## src/rtl/hera_wb_ctrl.sv

```systemverilog
// hera_wb_ctrl: register-file writeback controller.
// Merges three producers onto one registered write port:
//   - in-order load returns (highest priority)
//   - a two-beat multiply result (lo to mul_rd, then hi to R13)
//   - single-cycle ALU results (lowest priority)
// A small in-order queue remembers the destination of each outstanding load.
// That queue feeds a pending-register scoreboard and a source-operand hazard check.
module hera_wb_ctrl #(
  parameter int QDEPTH = 4
) (
  input  logic        clk,
  input  logic        rst,
  input  logic        alu_valid,
  input  logic [3:0]  alu_rd,
  input  logic [15:0] alu_data,
  output logic        alu_ready,
  input  logic        mul_valid,
  input  logic [3:0]  mul_rd,
  input  logic [15:0] mul_lo,
  input  logic [15:0] mul_hi,
  output logic        mul_ready,
  input  logic        ld_issue,
  input  logic [3:0]  ld_rd,
  output logic        ld_ready,
  input  logic        ld_rsp_valid,
  input  logic [15:0] ld_rsp_data,
  input  logic [3:0]  rsa,
  input  logic [3:0]  rsb,
  output logic        hazard,
  output logic        wr_en,
  output logic [3:0]  wr_addr,
  output logic [15:0] wr_data,
  output logic [2:0]  ld_flags,
  output logic [15:0] pend,
  output logic        err
);

  localparam int PW = (QDEPTH > 1) ? $clog2(QDEPTH) : 1;
  localparam int CW = PW + 1;

  localparam logic [1:0] ST_IDLE = 2'd0;
  localparam logic [1:0] ST_LO   = 2'd1;
  localparam logic [1:0] ST_HI   = 2'd2;

  localparam logic [3:0] HI_REG = 4'd13;

  logic [3:0]    q_rd  [QDEPTH];
  logic [QDEPTH-1:0] q_vld;
  logic [PW-1:0] wptr;
  logic [PW-1:0] rptr;
  logic [CW-1:0] count;

  logic [1:0]  state;
  logic [3:0]  mul_rd_q;
  logic [15:0] mul_lo_q;
  logic [15:0] mul_hi_q;

  logic push;
  logic pop;
  logic grant;
  logic [3:0]  grant_addr;
  logic [15:0] grant_data;

  // The queue stays full to issue even while a response is popping this cycle.
  // A response at full therefore does not make room for a same-cycle issue.
  assign ld_ready  = (count < CW'(QDEPTH));
  assign push      = ld_issue & ld_ready;
  assign pop       = ld_rsp_valid & (count != '0);
  assign mul_ready = (state == ST_IDLE);
  assign alu_ready = alu_valid & ~pop & (state == ST_IDLE) & ~pend[alu_rd];

  // Scoreboard: one bit per register with a load still in flight.
  // r0 is never pending.
  always_comb begin
    pend = '0;
    for (int i = 0; i < QDEPTH; i++) begin
      if (q_vld[i]) pend[q_rd[i]] = 1'b1;
    end
    pend[0] = 1'b0;
  end

  assign hazard = ((rsa != 4'd0) & pend[rsa]) | ((rsb != 4'd0) & pend[rsb]);

  // Fixed-priority write arbitration: load return, then multiply beat, then ALU.
  always_comb begin
    grant      = 1'b0;
    grant_addr = 4'd0;
    grant_data = 16'd0;
    if (pop) begin
      grant      = 1'b1;
      grant_addr = q_rd[rptr];
      grant_data = ld_rsp_data;
    end else if (state == ST_LO) begin
      grant      = 1'b1;
      grant_addr = mul_rd_q;
      grant_data = mul_lo_q;
    end else if (state == ST_HI) begin
      grant      = 1'b1;
      grant_addr = HI_REG;
      grant_data = mul_hi_q;
    end else if (alu_ready) begin
      grant      = 1'b1;
      grant_addr = alu_rd;
      grant_data = alu_data;
    end
  end

  // Load queue: in-order push/pop with per-slot valid bits for the scoreboard.
  // Push and pop never target the same slot.
  // That would need a push at full or a pop when empty, and neither is allowed.
  always_ff @(posedge clk or negedge rst) begin
    if (!rst) begin
      wptr  <= '0;
      rptr  <= '0;
      count <= '0;
      q_vld <= '0;
      for (int i = 0; i < QDEPTH; i++) q_rd[i] <= 4'd0;
    end else begin
      if (push) begin
        q_rd[wptr]  <= ld_rd;
        q_vld[wptr] <= 1'b1;
        wptr        <= wptr + PW'(1);
      end
      if (pop) begin
        q_vld[rptr] <= 1'b0;
        rptr        <= rptr + PW'(1);
      end
      if (push && !pop)      count <= count + CW'(1);
      else if (pop && !push) count <= count - CW'(1);
    end
  end

  // Multiply sequencer: capture the pair, then emit lo and hi as separate writes.
  // It only advances on a cycle where no load return takes the port.
  always_ff @(posedge clk or negedge rst) begin
    if (!rst) begin
      state    <= ST_IDLE;
      mul_rd_q <= 4'd0;
      mul_lo_q <= 16'd0;
      mul_hi_q <= 16'd0;
    end else begin
      case (state)
        ST_IDLE: if (mul_valid) begin
          state    <= ST_LO;
          mul_rd_q <= mul_rd;
          mul_lo_q <= mul_lo;
          mul_hi_q <= mul_hi;
        end
        ST_LO:   if (!pop) state <= ST_HI;
        ST_HI:   if (!pop) state <= ST_IDLE;
        default: state <= ST_IDLE;
      endcase
    end
  end

  // Registered write port and load flags.
  // Writes to r0 still present their address and data but leave the enable low.
  always_ff @(posedge clk or negedge rst) begin
    if (!rst) begin
      wr_en    <= 1'b0;
      wr_addr  <= 4'd0;
      wr_data  <= 16'd0;
      ld_flags <= 3'b000;
    end else begin
      wr_en <= grant & (grant_addr != 4'd0);
      if (grant) begin
        wr_addr <= grant_addr;
        wr_data <= grant_data;
      end
      if (pop) ld_flags <= {1'b1, ld_rsp_data[15], (ld_rsp_data == 16'h0000)};
      else     ld_flags[2] <= 1'b0;
    end
  end

  // Sticky error: a load return arrived with no load outstanding.
  always_ff @(posedge clk or negedge rst) begin
    if (!rst)                              err <= 1'b0;
    else if (ld_rsp_valid && count == '0)  err <= 1'b1;
  end

endmodule

```

## config.mk

```make
export PLATFORM = sky130hd
export DESIGN_NAME = hera_wb_ctrl
export DESIGN_NICKNAME = d
export VERILOG_FILES = /design/src/rtl/hera_wb_ctrl.sv
export SDC_FILE = /design/constraint.sdc
export NUM_CORES = 1
export LEC_CHECK = 0
export ABC_AREA = 0
export CORE_MARGIN = 2
export CORE_UTILIZATION = 45
export CTS_CLUSTER_DIAMETER = 200
export DETAILED_ROUTE_END_ITERATION = 12
export PLACE_DENSITY = 0.78
export SLEW_MARGIN = 20
export SYNTH_ARGS = -nofsm -noshare
export SYNTH_HDL_FRONTEND = slang
export SYNTH_SLANG_ARGS = --single-unit
export TNS_END_PERCENT = 30
```

## constraint.sdc

```tcl
create_clock -name clk -period 2.8 [get_ports clk]
set_input_delay 0.42 -clock clk [delete_from_list [all_inputs] [get_ports clk]]
set_output_delay 0.42 -clock clk [all_outputs]
set_load 0.02 [all_outputs]
```

After elaboration in Yosys (flattened, before gate mapping)
Cells that the tools add are included. Widths: inputs -> output; s select.

Flip-flop bits (word level): 90. Latch bits: 0. Memory bits (writable): 0. Bits in read-only memories: 0. Input port bits: 90. Output and inout bits: 45. Memories kept: 0.

$add $sub $neg: 4. Multipliers: 0. Divide/modulo/power cells: 0. Magnitude comparators: 19. Eq/ne operators: 5. Shift operators: 0. Multiplexer cells: 49. Bitwise operators: 19. Reduce and logical (&&, ||, !) cells: 22.

Operators with widths (count): $mux 16 (8); $or 16x16->16 (3); $mux 4 (9); $lt 4x5->1 const B (7); $bwmux 16 (1); $demux 1 s4 (4); $ge 4x1->1 const B (4); $logic_not 16->1 (1); $mux 1 (14); $bmux 1 s4 (3); $reduce_bool 4->1 (3); $logic_and 1x1->1 (10); $and 1x1->1 (8); $bmux 4 s2 (1); $demux 4 s2 (1); $ge 3x3->1 const B (2); $lt 2x3->1 const B (2); $mux 2 (3); $mux 3 (2); $ne 2x2->1 const B (3); $not 2->3 (2); $pmux 2 s3 (1); $add 2x1->2 const B (2); $and 4x4->4 (1); 19 further kinds (23).

Depth between registers and ports, before layout
Gate-level depths: netlist (run 1).

Depth in word-level cells: 21. Depth in mapped cells: 11. Mapped depth without buffers: 8.

Least setup slack after synthesis (run 1)
No wires, ideal clock.

Kind: reg2reg. Start: reg q_rd[14] in the netlist's numbering. End: reg wr_en. Setup time: 0.138 ns. Arrival: 2.886 ns. Required time: 2.662 ns. Path slack: -0.225 ns. Stages on the path, launching flop included: 9. Clock period less this slack: 3.025 ns. Path through: dfrtp_1 or3b_2 o211ai_1 nand3_1 a31o_1 o211a_1 buf_6 a221o_1 or4b_1.

Word-level cells in the longest chain between the ends: 21.

Ends and longest elaborated chain: start, declared (RTL line 47) `logic [3:0] q_rd [QDEPTH];`; start signal, assigned by index (RTL line 120) `q_rd[wptr] <= ld_rd;`; $lt 4x5->1 (implied by the code) or $ge 4x1->1 (tied branches) (RTL line 77) `if (q_vld[i]) pend[q_rd[i]] = 1'b1;`; $logic_and 1x1->1 (implied by the code) (RTL line 77); $mux 1 (implied by the code) (RTL line 77); $demux 1 s4 (*) (RTL line 77); $mux 16 (*) (RTL line 77); $or 16x16->16 (no line); $mux 16 (*) (RTL line 77); $or 16x16->16 (no line); [3 not listed]; net pend[3] (RTL line 34) `output logic [15:0] pend,`; [2 not listed]; $not 1->1 (*) (RTL line 70) `assign alu_ready = alu_valid & ~pop & (state == ST_IDLE) & ~pend[alu_rd];`; $and 1x1->1 (*) (RTL line 70); $mux 4 (RTL line 101) `end else if (alu_ready) begin`; $mux 4 (RTL line 97) `end else if (state == ST_HI) begin`; $mux 4 (RTL line 93) `end else if (state == ST_LO) begin`; $mux 4 (RTL line 89) `if (pop) begin`; $reduce_bool 4->1 (RTL line 165) `wr_en <= grant & (grant_addr != 4'd0);`; $and 1x1->1 (*) (RTL line 165); end signal, assigned (RTL line 165); end, declared (RTL line 30) `output logic wr_en,`.

The timed path passes the listed nets; every way through them passes the cells marked *. The select of a mux whose other input is x is not followed. A chain may end at the register's enable or synchronous reset.

Worst setup path in the final report (run 1)
Start: reg q_rd[3] in the netlist's numbering. End: out hazard.

Word-level cells in the longest chain between the ends: 10.

Ends and longest elaborated chain: $lt 4x5->1 (implied by the code) or $ge 4x1->1 (tied branches) (RTL line 77); $logic_and 1x1->1 (implied by the code) (RTL line 77); $mux 1 (implied by the code) (RTL line 77); $demux 1 s4 (*) (RTL line 77); $or 16x16->16 (no line) (*); $mux 16 (*) (RTL line 77); $bmux 1 s4 (RTL line 82) `assign hazard = ((rsa != 4'd0) & pend[rsa]) | ((rsb != 4'd0) & pend[rsb]);`; $mux 1 (implied by the code) (RTL line 82); $and 1x1->1 (RTL line 82); $or 1x1->1 (*) (RTL line 82); end, declared (RTL line 29) `output logic hazard,`.

Mark *: on every way between the ends. The rest lies on a longest branch, timed or not. The select of a mux whose other input is x is not followed.

==> qor.txt, run 1 <==
library cells used by synthesis: 56
worst min path class: input pin to async pin
Worst Clk Skew: 0.00888 ns
failing checks: negative setup slack
most frequent cell after synthesis: dfrtp_1
first-pass GRT wire length: 29,500 um
fmax: 0.331 GHz
Cells after Synth: 546
RSZ-0062 raised after global routing: yes
pwr dens: 1080 mW/mm2
Synth Flop Type: dfrtp_1
Initial Util: 46.0%
Residual DRC: 0
crit path DAT: 2.60 ns
largest net degree at the start of global routing: 48
setup violators final: 4
Pleak: 3.33 nW
top cells by count, synth: 90 x dfrtp_1, 72 x nand2_1, 51 x o21ai_0
worst r2r src: q_vld[2]
DRT antenna net count: 0
Area growth syn-to-layout: 50.4%
Setup CP Type: register to output port
gr usage total: 30.5%
CP startpoint kind: register
CTS Hold Bufs: 0
DP HPWL: 14,500 um
Worst EP required: 2.38 ns
MaxCap Viol Count: 0
Top Ports: 135
Post-DP Area: 0.00729 mm2
grt ovf: 0
Core Box Area: 0.0114 mm2
VDD IR max: 0.760 mV
port bufs: 133
layout cells sized above 1: 26.5%
final cycle utilization of the critical path: 108%
crit path setup slack, layout: -0.222 ns
Slew Limit Fails: 0
gpl congestion: 1.00
top cells by area, synth: dfrtp_1 43%, mux2_2 8.6%, nand2_1 5.2%
Die H: 112 um
clk buf depth: 2
Tmin final: 3.02 ns
number of global-route vias before repair: 5,365
row cnt: 39
die area: 0.0125 mm2
Yosys top cell area share: 43.0%
total placed cells including tap cells: 877
post-synthesis net count: 646
area leader, netlist: dfrtp_1
Yosys reg bits: 90
die width: 112 um
CTS tree: yes
WL/cell: 20.6 um
asr flop ratio synth: 100%
number of synthesized flops with an enable pin: 0
critical-path cell list: nand3b_1 -> nor3_1 -> or4_4 -> mux4_2 -> nor2_2 -> a21oi_1 -> mux2i_1 -> o211ai_1 -> buf_4
post-synthesis sequential area ratio: 43.0%
Final nets: 862
syn avg cell area: 9.59 um2
Fin. Hold Viols: 0
initial antenna violation count: 1
Synth Warn #: 0
clock root buffer master: clkbuf_16
Worst-Margin Slew: 0.618 ns
total CTS buffers: 9
Skew-Pair Late Insertion Delay: 0.34 ns
vias post-DR: 5,348
final non-filler cell total: 911
CP max stage delay: 0.58 ns
slowest cell on the critical path: or4_4
H-tree levels: 3
Total Routed Length: 18,800 um
Syn Std Cell Area: 0.00523 mm2
DR vias/cell: 5.87
cell area after layout: 0.00787 mm2
TritonRoute pass-1 iters: 5
slew margin rel.: 58.8%
outcome: complete, but fails checks
crit path from: q_rd[3]
Critical Path End Type: output port
clk slew on worst S/H paths: 0.06 ns
fill count: 865
initial DRC count: 441
Clock Sink Count: 90
CP Max Fanout: 6
## sequential cells by signal (all words and copies together) (netlist names)
name      cells
ld_flags      3
mul_hi_q     16
mul_rd_q      4
wr_addr       4
q_vld         4
err           1
wr_data      16
wptr          2
q_rd         16
state         2
wr_en         1
rptr          2
mul_lo_q     16
count         3
## per-layer routing
layer / part of all wire [%] / GRT usage, % / wire length [um] / vias to the layer above
li1: - / - / - / 2452
met2: 47 / 47.3 / 8770 / 278
met1: 43 / 42.9 / 8000 / 2568
met5: 0 / 0 / 0 / -
met4: 3.3 / 10.9 / 612 / 0
met3: 7.6 / 5.66 / 1420 / 50
## cell usage in the layout, fill, tap and decap left out, types with 3 or more instances in the layout
cell type / synthesis / layout
mux2i_1: 3 / 3
nand3b_1: 9 / 9
nand3_1: 8 / 7
mux4_2: 10 / 10
ha_1: 9 / 9
a21oi_1: 19 / 18
inv_1: 30 / 30
clkdlybuf4s50_1: 0 / 125
o22ai_1: 13 / 11
nor2_1: 17 / 16
buf_4: 1 / 107
o21ai_0: 51 / 51
nand2b_1: 9 / 7
or3b_4: 0 / 3
mux2_2: 40 / 40
dlymetal6s2s_1: 0 / 4
o311ai_0: 13 / 13
o32ai_1: 3 / 3
nor4_1: 5 / 5
nor3_1: 14 / 12
xnor2_1: 4 / 4
nand2_1: 72 / 72
dfrtp_1: 90 / 87
nand4_1: 17 / 17
nor2b_1: 8 / 8
a21o_1: 4 / 4
or3_1: 4 / 3
o211ai_1: 21 / 21
clkbuf_16: 0 / 9
dfrtp_2: 0 / 3
o22a_1: 3 / 3
## per-stage QoR
stage,total power [mW],setup slack [ns],setup TNS [ns],utilization [%],hold WS [ns]
global route,8.97,-0.355,-1.91,69.2,0.133
floorplan,4.71,-0.0547,-0.0547,-,0.124
detailed placement,6.83,-0.300,-0.877,64.1,0.470
global placement,6.73,-0.297,-0.944,64.1,0.437
CTS,8.36,-0.167,-0.474,68.3,0.113
finish,8.48,-0.222,-0.616,69.3,0.0963
## worst max-delay path, delay by kind of cell (launching register included)
family / cells / cell delay [ns]
buffers and inverters: 1 / 0.17
and+or+nand+nor: 4 / 0.86
muxes: 2 / 0.63
DFF: 1 / 0.44
AOI/OAI and AO/OA: 2 / 0.15
## path summary, 6_finish.rpt
kind	slack, ns	to	cells after the start
setup / recovery	-0.22	hazard	9
hold / removal	0.1	count[1]	1
setup reg to reg	-0.18	wr_en	9
hold reg to reg	0.48	wr_addr[0]	1
max in group asynchronous	2.04	q_rd[3]	2
min in group clk	0.48	wr_addr[0]	1
## where the power goes
part,internal (mW),switching [mW],total [mW],leakage [nW]
Combinational,2.30,2.37,4.67,2.11
Sequential,1.95,0.554,2.50,1.07
Clock,0.807,0.499,1.31,0.149
## cell families (layout without fill, tap and decap cells)
kind of cell | Yosys count | in the layout | share of synthesized area (%)
AO/OA/AOI/OAI | 144 | 144 | 17.9
XOR/XNOR | 5 | 5 | 0.837
adder cells (fa/ha/maj) | 10 | 10 | 2.53
buffers and inverters | 64 | 285 | 4.90
flip-flops | 90 | 90 | 43.0
multiplexers | 53 | 53 | 13.5
other | 1 | 2 | 0.0717
AND/OR/NAND/NOR | 179 | 179 | 17.2
## cell type report
type	count	area, um2	share of cell area (%)
diodes	1	2.50	0.0318
flip-flops and latches	90	2260	28.7
well taps	143	179	2.27
inverters	30	113	1.43
clock buffers	12	246	3.13
repair buffers	239	2150	27.3
multi-input cells	392	2860	36.3
clock inverters	4	75.1	0.953
## repair_timing
item                                    4_1_cts  5_1_grt
setup buffers                                13        4
endpoints found under the setup margin        8       24
pin swaps                                     7        4
gates resized for setup                      24       18
(Power assumes the default switching activity.)
==> run 2, diff against run 1 <==
Settings changed: CAP_MARGIN from default to 15, SKIP_CTS_REPAIR_TIMING from default to 1.
==> run 2 against run 1 <==
  * The run still ends with negative setup slack left
  * Non-clock buffer count down 8
  * Highest routed layer unchanged
  * Global-route usage down 0.51 points
  * Critical endpoint unchanged
  * Die area unchanged
  * Worst setup slack worse by 0.035 ns
==> qor.txt, run 2 (synthesized netlist as in run 1, its figures left out) <==
MaxCap Viol Count: 0
clk buf depth: 2
setup violators final: 3
gr usage total: 29.9%
Top Ports: 135
DR vias/cell: 5.89
Die H: 112 um
WL/cell: 20.7 um
Clock Sink Count: 90
diode count: 0
vias post-DR: 5,312
H-tree levels: 3
initial antenna violation count: 0
clock root buffer master: clkbuf_16
gpl congestion: 1.00
Worst-Margin Slew: 0.624 ns
Area growth syn-to-layout: 49.3%
total CTS buffers: 9
Residual DRC: 0
setup total negative slack: -0.613 ns
failing checks: negative setup slack
die area: 0.0125 mm2
outcome: complete, but fails checks
initial DRC count: 377
Pleak: 3.26 nW
crit path setup slack, layout: -0.258 ns
DRT antenna net count: 0
Setup CP Type: register to output port
Core Box Area: 0.0114 mm2
Fin. Hold Viols: 0
total placed cells including tap cells: 877
Slew Limit Fails: 0
CTS tree: yes
VDD IR max: 0.710 mV
final non-filler cell total: 902
RSZ-0062 raised after global routing: yes
Worst Clk Skew: 0.00713 ns
Skew-Pair Late Insertion Delay: 0.34 ns
crit path DAT: 2.64 ns
Total Routed Length: 18,600 um
CP startpoint kind: register
port bufs: 133
row cnt: 39
number of global-route vias before repair: 5,263
TritonRoute pass-1 iters: 5
clk slew on worst S/H paths: 0.06 ns
CP Max Fanout: 5
pwr dens: 1080 mW/mm2
fmax: 0.327 GHz
Initial Util: 46.0%
final cycle utilization of the critical path: 109%
commonest non-fill, non-tap cells in the layout: 127 x clkdlybuf4s50_1, 98 x buf_4, 87 x dfrtp_1
Tmin final: 3.06 ns
Worst EP required: 2.38 ns
largest net degree at the start of global routing: 48
Critical Path End Type: output port
layout cells sized above 1: 26.4%
first-pass GRT wire length: 28,800 um
DP HPWL: 14,500 um
Final nets: 854
most common cell after layout, fill and taps aside: clkdlybuf4s50_1
grt ovf: 0
slew margin rel.: 58.4%
hold slack: 0.101 ns
die width: 112 um
worst min path class: input pin to async pin
-- run 2: changes by cell type in the layout (fill, tap and decap cells not counted), sizes merged --
cell,delta
dlymetal6s2s,-2
clkbuf,+1
buf,-9
clkdlybuf4s50,+2
diode,-1
-- run 2: worst max-delay path, stage by stage (launching register included) --
cell	delay, ns
dfrtp_2	0.44
nand3b_1	0.15
nor3_1	0.08
or4_4	0.56
mux4_2	0.49
nor2_2	0.10
a21oi_1	0.04
mux2i_1	0.14
o211ai_1	0.11
buf_4	0.17
-- run 2: stage by stage --
stage          utilization (%)  worst slack [ns]  area (um2)  total power [mW]
3_5_place_dp              64.1            -0.300        7290              6.83
4_1_cts                   67.0            -0.673        7610              8.16
2_1_floorplan                -           -0.0547        5240              4.71
5_1_grt                   68.7            -0.374        7820              8.90
6_report                  68.7            -0.258        7820              8.40
3_3_place_gp              64.1            -0.297        7290              6.73
-- run 2: area by class of cell --
| cell class | count | area (um2) |
|---|---|---|
| Sequential cell | 90 | 2260 |
| Inverter | 30 | 113 |
| Timing Repair Buffer | 231 | 2080 |
| Clock buffer | 12 | 246 |
| Multi-Input combinational cell | 392 | 2860 |
| Tap cell | 143 | 179 |
| Fill cell | 877 | 3550 |
| Clock inverter | 4 | 75.1 |
-- run 2: worst paths after layout --
path	startpoint	end	slack, ns	cells past startpoint
worst min-delay path	rst	q_rd[11]	0.10	1
worst min register to register	wr_addr[0]	wr_addr[0]	0.48	1
worst max-delay path	q_rd[7]	hazard	-0.26	9
worst max register to register	q_rd[11]	wr_en	-0.20	8
max in group asynchronous	rst	mul_hi_q[9]	2.04	2
min in group clk	wr_addr[0]	wr_addr[0]	0.48	1
-- run 2: report_power, final --
part / switching [mW] / total, mW / internal [mW] / leakage [nW]
clock network: 0.497 / 1.30 / 0.807 / 0.149
registers: 0.558 / 2.51 / 1.95 / 1.07
logic: 2.34 / 4.59 / 2.25 / 2.04
total: 3.40 / 8.40 / 5.01 / 3.26
-- run 2: layer usage --
| layer | track usage (%) | share of wire (%) | vias up |
|---|---|---|---|
| met5 | 0 | 0 | - |
| met4 | 10.6 | 3.5 | 0 |
| met3 | 5.33 | 6.3 | 46 |
| met2 | 46.2 | 47 | 249 |
| met1 | 42.7 | 44 | 2582 |
| li1 | - | - | 2435 |
==> run 3, diff against run 2 <==
Settings changed: RECOVER_POWER from default to 100.
==> run 3 against run 2 <==
  * The flow still finishes with violations (negative setup slack)
  * Register-to-register slack about the same
  * Via count decreased by 0.21%
  * Power decreased by 1.3%
  * Combinational power decreased by 2%
  * Global-route usage unchanged
  * Final cell count unchanged
  * Clock skew about the same
  * Clock power about the same
  * Utilization decreased by 0.46 points
  * Sequential power about the same
  * Worst hold slack improved by 0.21 ns
  * Routed wire length about the same
  * Critical path type unchanged
==> qor.txt, run 3 (synthesized netlist as in run 1, its figures left out) <==
pwr dens: 1070 mW/mm2
Switching Share: 40.8%
DP HPWL: 14,500 um
Initial Util: 46.0%
crit path to: hazard
Worst-Margin Slew: 1.18 ns
first-pass GRT wire length: 28,800 um
fill count: 886
CTS tree: yes
clk slew on worst S/H paths: 0.06 ns
Worst EP required: 2.38 ns
grt ovf: 0
Core Box Area: 0.0114 mm2
Tmin final: 3.05 ns
CP startpoint kind: register
port bufs: 133
final cycle utilization of the critical path: 109%
initial DRC count: 362
slowest cell on the critical path: or4_4
row cnt: 39
gpl congestion: 1.00
CP max stage delay: 0.56 ns
DR vias/cell: 5.88
critical-path cell list: nand3b_1 -> nor3_1 -> or4_4 -> mux4_2 -> nor2_2 -> a21oi_1 -> mux2i_1 -> o211ai_1 -> buf_4
Area growth syn-to-layout: 48.3%
TritonRoute pass-1 iters: 5
CP Max Fanout: 5
Register Area: 0.00226 mm2
DRT antenna net count: 0
vias post-DR: 5,301
Worst Clk Skew: 0.00724 ns
Residual DRC: 0
Final nets: 854
die width: 112 um
R2R Setup Slk: -0.20 ns
NetSw: 3.39 mW
WL/cell: 20.7 um
largest net degree at the start of global routing: 48
outcome: complete, but fails checks
Skew-Pair Late Insertion Delay: 0.34 ns
total placed cells including tap cells: 877
Internal: 4.91 mW
slew margin rel.: 21.6%
RSZ-0062 raised after global routing: yes
Slew Limit Fails: 0
setup violators final: 14
sequential share of power: 30.1%
worst min path class: input pin to async pin
total CTS buffers: 9
Critical R2R Capture: wr_en
gr usage total: 29.9%
crit path DAT: 2.63 ns
Clock Sink Count: 90
commonest non-fill, non-tap cells in the layout: 99 x clkdlybuf4s50_1, 92 x buf_4, 87 x dfrtp_1
failing checks: negative setup slack
Top Ports: 135
H-tree levels: 3
initial antenna violation count: 0
cell area after layout: 0.00776 mm2
setup total negative slack: -0.877 ns
crit path setup slack, layout: -0.255 ns
diode count: 0
VDD IR max: 0.692 mV
Post-DP Area: 0.00729 mm2
Setup CP Type: register to output port
Worst Reg-to-Reg Cells: 9
Multi-input gate area: 0.00286 mm2
die area: 0.0125 mm2
worst r2r src: q_rd[2]
Comb pwr share: 54.3%
clock network fraction of total power: 15.7%
fmax: 0.327 GHz
Fin. Hold Viols: 0
Die H: 112 um
Total Routed Length: 18,600 um
layout cells sized above 1: 25.8%
MaxCap Viol Count: 0
final non-filler cell total: 902
Critical Path End Type: output port
most common cell after layout, fill and taps aside: clkdlybuf4s50_1
Pleak: 3.21 nW
hold slack: 0.310 ns
number of global-route vias before repair: 5,263
clock root buffer master: clkbuf_16
crit path from: q_rd[7]
clk buf depth: 2
[run 3: changes by cell type in the layout (fill, tap and decap cells not counted)]
cell / delta
clkbuf_1: +5
dlymetal6s2s_1: -2
and2_2: -1
dlygate4sd3_1: +28
clkdlybuf4s50_1: -28
and2_0: +1
buf_12: -1
clkbuf_2: +4
buf_4: -6
[run 3: through the flow]
| step | utilization (%) | worst slack (ns) | power, mW |
|---|---|---|---|
| after detailed placement | 64.1 | -0.300 | 6.83 |
| after global placement | 64.1 | -0.297 | 6.73 |
| after CTS | 67.0 | -0.673 | 8.16 |
| after floorplan | - | -0.0547 | 4.71 |
| final | 68.3 | -0.255 | 8.30 |
| after global routing | 68.3 | -0.374 | 8.80 |
[run 3: power groups by stage]
stage                     Sequential (mW)  Clock, mW  Combinational (mW)
final                                2.50       1.30                4.50
after global routing                 2.58       1.37                4.85
after CTS                            2.48       1.32                4.36
after detailed placement             2.49          0                4.34
after global placement               2.44          0                4.29
after floorplan                      2.52          0                2.19
[run 3: worst min path at each step]
stage                from    endpoint  slack [ns]  cells past startpoint
6_report              rst     rptr[0]        0.31                      1
5_1_grt               rst     rptr[1]        0.40                      1
4_1_cts               rst    count[1]        0.11                      1
3_5_place_dp   wr_addr[0]  wr_addr[0]        0.47                      1
3_3_place_gp          err         err        0.44                      1
2_1_floorplan         rst    count[0]        0.12                      0
[run 3: cell type report]
class,count,area share (%)
clock buffers,12,3.18
clock inverters,4,0.967
inverters,30,1.45
multi-input cells,392,36.9
flip-flops and latches,90,29.1
well taps,143,2.30
repair buffers,231,26.2
[run 3: worst max-delay path, delay by kind of cell, from the launching register on]
family                 cells  cell delay, ns
multiplexers               2            0.63
AO/OA/AOI/OAI              2            0.16
buffers and inverters      1            0.17
flip-flops                 1            0.44
AND/OR/NAND/NOR            4            0.89
[run 3: layer usage]
layer | global-route usage, % | share of wire (%)
met3 | 5.33 | 6.4
met4 | 10.6 | 3.6
met5 | 0 | 0
met2 | 46.2 | 46
met1 | 42.7 | 44
